$ cat config.mk
export PLATFORM = sky130hd
export DESIGN_NAME = irq_controller
export DESIGN_NICKNAME = d
export VERILOG_FILES = /design/src/rtl/irq_controller.sv
export SDC_FILE = /design/constraint.sdc
export NUM_CORES = 1
export LEC_CHECK = 0
export ABC_AREA = 1
export CAP_MARGIN = 20
export CORE_UTILIZATION = 36
export CTS_BUF_LIST = sky130_fd_sc_hd__clkbuf_2
export DETAILED_ROUTE_END_ITERATION = 12
export PLACE_DENSITY = 0.76
export SLEW_MARGIN = 25
export SYNTH_ARGS = -nofsm -noshare
export SYNTH_HDL_FRONTEND = slang
export SYNTH_SLANG_ARGS = --single-unit
$ cat constraint.sdc
create_clock -name clk -period 0.9 [get_ports clk]
set_input_delay 0.18 -clock clk [delete_from_list [all_inputs] [get_ports clk]]
set_output_delay 0.18 -clock clk [all_outputs]
set_load 0.02 [all_outputs]
$ cat src/rtl/irq_controller.sv
// Prioritised, maskable, edge-triggered interrupt controller with a REQ/SERV handshake.
// Optional IRQ_ROUND_ROBIN_EN rotates priority starting after the last acknowledged channel.
module irq_controller #(
  parameter int unsigned    N_IRQ      = 4,
  parameter int unsigned    W          = 16,
  parameter logic [W-1:0]   VEC_BASE   = 16'h0020,
  parameter int unsigned    VEC_STRIDE = 2
) (
  input  logic                                  clk,
  input  logic                                  rst,
  input  logic [N_IRQ-1:0]                      irq_in,
  input  logic                                  mask_we,
  input  logic [N_IRQ-1:0]                      mask_wdata,
  output logic [N_IRQ-1:0]                      mask_q,
  output logic [N_IRQ-1:0]                      pending_q,
  output logic                                  int_req,
  output logic [W-1:0]                          int_vec,
  input  logic                                  int_ack,
  input  logic                                  eoi,
  output logic [((N_IRQ > 1) ? $clog2(N_IRQ) : 1)-1:0] active_id,
  output logic                                  busy
);

  localparam int unsigned IDW = (N_IRQ > 1) ? $clog2(N_IRQ) : 1;

  typedef enum logic [1:0] {StIdle, StReq, StServ} state_e;

  state_e           r_state, w_state_d;
  logic [N_IRQ-1:0] r_prev;
  logic [N_IRQ-1:0] r_pend, w_pend_d;
  logic [N_IRQ-1:0] r_mask, w_mask_d;
  logic [IDW-1:0]   r_sel, w_sel_d;
  logic [W-1:0]     r_vec, w_vec_d;

  logic [N_IRQ-1:0] w_rise;
  logic [N_IRQ-1:0] w_elig;
  logic [IDW-1:0]   w_sel;
  logic             w_found;
  logic [W-1:0]     w_vec;

  assign w_rise = irq_in & ~r_prev;
  assign w_elig = r_pend & r_mask;
  assign w_vec  = VEC_BASE + W'(w_sel) * W'(VEC_STRIDE);

`ifdef IRQ_ROUND_ROBIN_EN
  logic [IDW-1:0] r_last, w_last_d;
  int unsigned    w_idx;

  // Search begins one past the last acknowledged channel, wrapping modulo N_IRQ.
  always_comb begin
    w_found = 1'b0;
    w_sel   = '0;
    w_idx   = 0;
    for (int unsigned k = 0; k < N_IRQ; k++) begin
      w_idx = 32'(r_last) + 1 + k;
      if (w_idx >= N_IRQ) w_idx = w_idx - N_IRQ;
      if (!w_found && w_elig[IDW'(w_idx)]) begin
        w_found = 1'b1;
        w_sel   = IDW'(w_idx);
      end
    end
  end
`else
  always_comb begin
    w_found = 1'b0;
    w_sel   = '0;
    for (int unsigned i = 0; i < N_IRQ; i++) begin
      if (!w_found && w_elig[IDW'(i)]) begin
        w_found = 1'b1;
        w_sel   = IDW'(i);
      end
    end
  end
`endif

  always_comb begin
    w_state_d = r_state;
    w_pend_d  = r_pend;
    w_mask_d  = r_mask;
    w_sel_d   = r_sel;
    w_vec_d   = r_vec;
`ifdef IRQ_ROUND_ROBIN_EN
    w_last_d  = r_last;
`endif
    case (r_state)
      StIdle: begin
        if (w_found) begin
          w_state_d = StReq;
          w_sel_d   = w_sel;
          w_vec_d   = w_vec;
        end
      end
      StReq: begin
        if (int_ack) begin
          w_pend_d[r_sel] = 1'b0;
          w_state_d       = StServ;
`ifdef IRQ_ROUND_ROBIN_EN
          w_last_d        = r_sel;
`endif
        end else if (!r_mask[r_sel]) begin
          w_state_d = StIdle;
        end
      end
      StServ: begin
        if (eoi) w_state_d = StIdle;
      end
      default: w_state_d = StIdle;
    endcase
    // A fresh edge overrides the acknowledge clear in the same cycle.
    w_pend_d = w_pend_d | w_rise;
    if (mask_we) w_mask_d = mask_wdata;
  end

  always_ff @(posedge clk) begin
    if (rst) begin
      r_state <= StIdle;
      r_prev  <= '0;
      r_pend  <= '0;
      r_mask  <= '0;
      r_sel   <= '0;
      r_vec   <= '0;
`ifdef IRQ_ROUND_ROBIN_EN
      r_last  <= IDW'(N_IRQ - 1);
`endif
    end else begin
      r_state <= w_state_d;
      r_prev  <= irq_in;
      r_pend  <= w_pend_d;
      r_mask  <= w_mask_d;
      r_sel   <= w_sel_d;
      r_vec   <= w_vec_d;
`ifdef IRQ_ROUND_ROBIN_EN
      r_last  <= w_last_d;
`endif
    end
  end

  assign mask_q    = r_mask;
  assign pending_q = r_pend;
  assign int_req   = (r_state == StReq);
  assign busy      = (r_state != StIdle);
  assign int_vec   = r_vec;
  assign active_id = r_sel;

endmodule

; After elaboration in Yosys (flattened, before gate mapping)
; Cells that the tools add are included.
; Widths: inputs -> output; s select.
[totals]
reg_bits = 32
output_inout_bits = 28
elab_cells = 49
[op_classes]
n_addsub = 1
magnitude_cmp = 2
n_eq_ne = 5
n_mux = 18
bitwise_logic = 6
n_reduce_logical = 11
[ops]
columns = operator, n
row1 = $and 4x4->4, 3
row2 = $mux 2, 6
row3 = $mux 4, 2
row4 = $not 4->4, 2
row5 = $add 6x3->7 const A, 1
row6 = $mux 1, 7
row7 = $pmux 2 s3, 1
row8 = $logic_and 1x1->1, 4
row9 = $ne 2x2->1 const B, 2
row10 = $or 4x4->4, 1
row11 = $logic_not 1->1, 3
row12 = $lt 2x3->1 const B, 1
row13 = $ne 3x3->1 const B, 1
row14 = $reduce_and 3->1, 1
row15 = $bmux 1 s2, 1
row16 = $demux 1 s2, 1
row17 = $eq 2x1->1 const B, 1
row18 = $eq 2x2->1 const B, 1
row19 = $ge 2x1->1 const B, 1
row20 = $logic_not 2->1, 1
row21 = $reduce_and 2->1, 1
row22 = $reduce_bool 2->1, 1

; Longest topological paths before layout
[logic_depth]
depth_word = 13
depth_mapped = 7
ltp_nobuf = 7

; Least setup slack after synthesis
; OpenSTA, ideal clock, no wires.
[synth_timing]
path_kind = reg-to-reg
from = reg r_sel[0] (netlist: active_id[0])
to = reg r_state[0]
setup_ps = 120
t_arrival_ps = 895
required_ps = 780
setup_slack_ps = -115
path_stages_with_launch = 8
path_buffers = 0
synth_period_minus_slack_ps = 1015
cell_sequence = dfxtp_1 > inv_2 > nand2_1 > nand2_1 > nand2_1 > o21ai_1 > nand2_1 > a21oi_1
[synth_between]
elab_chain_cells = 4
[synth_rtl]
columns = item, line
row1 = "start, declared", 32  ; logic [IDW-1:0] r_sel, w_sel_d;
row2 = "start signal, assigned", 130  ; r_sel <= w_sel_d;
row3 = $bmux 1 s2, 100  ; end else if (!r_mask[r_sel]) begin
row4 = $mux 1 (implied by the code), 100
row5 = $ne 3x3->1 (no line), n/a
row6 = $reduce_and 3->1 (no line), n/a
row7 = "end signal, assigned", 116  ; r_state <= StIdle;
row8 = "end signal, assigned", 126  ; r_state <= w_state_d;
row9 = "end, declared", 28  ; state_e r_state, w_state_d;
; No other way between the ends. The select of a mux whose other input is x is not followed.
; A chain may end at the register's enable or synchronous reset.

; Worst setup path after layout
[layout_timing]
from = reg r_state[1]
to = reg r_pend[3] (netlist: pending_q[3])
[layout_between]
elab_chain_cells = 3
[layout_rtl]
columns = item, line
row1 = $eq 2x1->1, 85  ; case (r_state)
row2 = $mux 4, 85
row3 = $or 4x4->4, 110  ; w_pend_d = w_pend_d | w_rise;
row4 = "end signal, assigned", 128  ; r_pend <= w_pend_d;
row5 = "end, declared", 30  ; logic [N_IRQ-1:0] r_pend, w_pend_d;
; No other way between the ends.

==> impl_metrics.tcl <==
set metrics [dict create \
    status "finished, violations left" \
    violations "negative setup slack" \
    whs_path_depth 3 \
    grt_pass1_wl_um 3519 \
    wl_per_cell_um 12.22 \
    timing.hold.ws_ps 406.9 \
    port-buffer-count 27 \
    synth_area_leaders "dfxtp_1 (42%), buf_4 (14%), nor2_1 (8.8%)" \
    slew_violations 0 \
    avgSynthCellArea_um2 7.337 \
    grt_start_max_net_pins 10 \
    crit_type "reg2reg" \
    ys_seq_elements 17 \
    reg2regPathDepth 7 \
    rsz0062_at_grt "true" \
    drt_drc_violations_left 0 \
    coreArea_um2 2042 \
    fin_area_um2 1459 \
    clk_latency_ps 300 \
    timing.final.crit_share 1.286 \
    drt-pass1-iter-count 5 \
    cts_inserted_buffers 3 \
    cts_tree "yes" \
    cts_max_path_buffers 2 \
    wl_met2_um 1144 \
    cts_root_buffer "clkbuf_2" \
    dpl_cell_area_um2 1209 \
    hold_class "in2reg" \
    htree_num_levels 1 \
    ir_drop_uv 1068 \
    period_minus_slack_ps 1158 \
    diodes 0 \
    syn_inst 110 \
    dieArea_um2 2435 \
    setup_viol 24 \
    critPathLaunchType "register" \
    initial_utilization 0.3952 \
    first_global_vias 825 \
    dpl.hpwl_um 1384 \
    wl_met3_um 124 \
    drive_gt1_frac 0.5541 \
    end_kind "register" \
    nNetsFinal 171 \
    timing.fmax_mhz 863.9 \
    die_x_um 49.35 \
    placementRows 16 \
    skew_ps 6.389 \
    area_delta_synth_final_pct 80.78 \
    cap_violations 0 \
    leakagePower_nw 0.6907 \
    drtIter0Drc 16 \
    p_total_mw 1.875 \
    final-hold-violation-count 0 \
    wl_met1_um 942 \
    dieHeight_um 49.35 \
    grt-ovfl-total 0 \
    final.setup.worst_slack_ps -257.6 \
    synth_top_cell_area_share 0.4217 \
    num_io_pins 41 \
    synth_top_area_cell "dfxtp_1" \
    grt_antenna_before_repair 0 \
    routed_wl_um 2249 \
    synthDistinctLibCells 19 \
    netlist_area_um2 807.0 \
    cp_data_required_time_ps 1110 \
    p_per_area_nw_per_um2 1286 \
    path_clk_slew_ps 150 \
    critical_path_arrival_ps 1370 \
    antenna_left 0 \
    yosys_warnings 0 \
    gp_congestion 0.7737 \
    crit_fanout 5 \
    highest_layer "met4" \
    track_usage 0.1921 \
    cts_sinks 17 \
    ys_seq_area_frac 0.4217 \
    num_vias 846 \
    viasPerCell 4.598 \
]
==> path summary, 6_finish.rpt <==
kind         startpoint            to  slack (ps)
min reg2reg   r_prev[1]  pending_q[1]         410
min           irq_in[2]     r_prev[2]         410
max          r_state[1]  pending_q[3]        -260
max reg2reg  r_state[1]  pending_q[3]        -260
==> placed cells by master (no fill, tap or decap), types with 6 or more instances in the layout <==
cell	netlist	final
nand3_2	0	6
inv_1	9	7
conb_1	1	13
buf_6	0	27
nand2_4	0	7
nand2_1	15	7
dfxtp_4	0	10
buf_4	15	8
nor2_1	19	17
clkdlybuf4s50_1	0	12
==> power breakdown <==
group / internal, mW / switching (mW)
sequential: 0.804 / 0.0462
clock: 0.118 / 0.232
combinational: 0.329 / 0.347
total: 1.25 / 0.625
==> flip-flops by register name, indices dropped and copies added (netlist names) <==
| signal | flops |
|---|---|
| active_id | 1 |
| int_vec | 2 |
| mask_q | 4 |
| pending_q | 4 |
| r_prev | 4 |
| r_state | 2 |
==> per-layer routing <==
layer	vias to the layer above	track usage
met5	-	0
met4	0	0.05882
met3	5	0.03115
met2	37	0.3584
met1	391	0.2185
li1	413	-
==> cells in the mapped netlist <==
cell type   n
nor2_2      1
nand3_1     7
nor3_1      1
inv_2       4
a21oi_2     1
a211oi_1    1
o21ai_1     4
dfxtp_1    17
conb_1      1
a21oi_1     5
nand2_2     1
nand2_1    15
o21ai_0     5
nor2_1     19
buf_4      15
buf_2       1
inv_1       9
o21a_1      1
nor2_4      2
==> layout make-up <==
| type | count | area (µm²) |
|---|---|---|
| inverter | 13 | 51.30 |
| multi-input combinational | 76 | 488.0 |
| clock buffer | 4 | 20.02 |
| tap | 27 | 33.78 |
| fill | 147 | 583.1 |
| timing repair buffer | 47 | 484.2 |
| sequential | 17 | 381.6 |
==> critical path, cell delays in order, from the launching register on <==
cell and delay (ps):
dfxtp_2 360, inv_2 70, nand2_4 50, buf_6 120, nor2_4 200, nand3_2 110, a21oi_2 130, nor2_1 40
==> cells by family (layout without fill, tap and decap cells) <==
| family | count (synthesis) | in the layout | synth area share |
|---|---|---|---|
| flops | 17 | 17 | 0.4217 |
| compound gates | 17 | 17 | 0.1163 |
| other cells | 1 | 13 | 0.004647 |
| simple gates | 46 | 46 | 0.2512 |
| buf+inv | 29 | 64 | 0.2062 |
==> what timing repair did <==
| item | CTS | global route |
|---|---|---|
| endpoints found under the setup margin | 24 | 24 |
| setup buffers | 4 | 2 |
| gates resized for setup | 118 | 15 |
| pin swaps | 20 | 13 |
| hold buffers | 0 | 0 |
==> through the flow <==
step	setup TNS, ps	setup WS [ps]	util	std cells
2_1_floorplan	-4.812	-4.812	-	122
3_3_place_gp	-6233	-357.0	0.5919	174
3_5_place_dp	-6459	-363.0	0.5919	174
4_1_cts	-2756	-248.3	0.6759	182
5_1_grt	-4467	-343.7	0.7145	184
6_report	-3114	-257.6	0.7145	184
(Power assumes the default switching activity.)
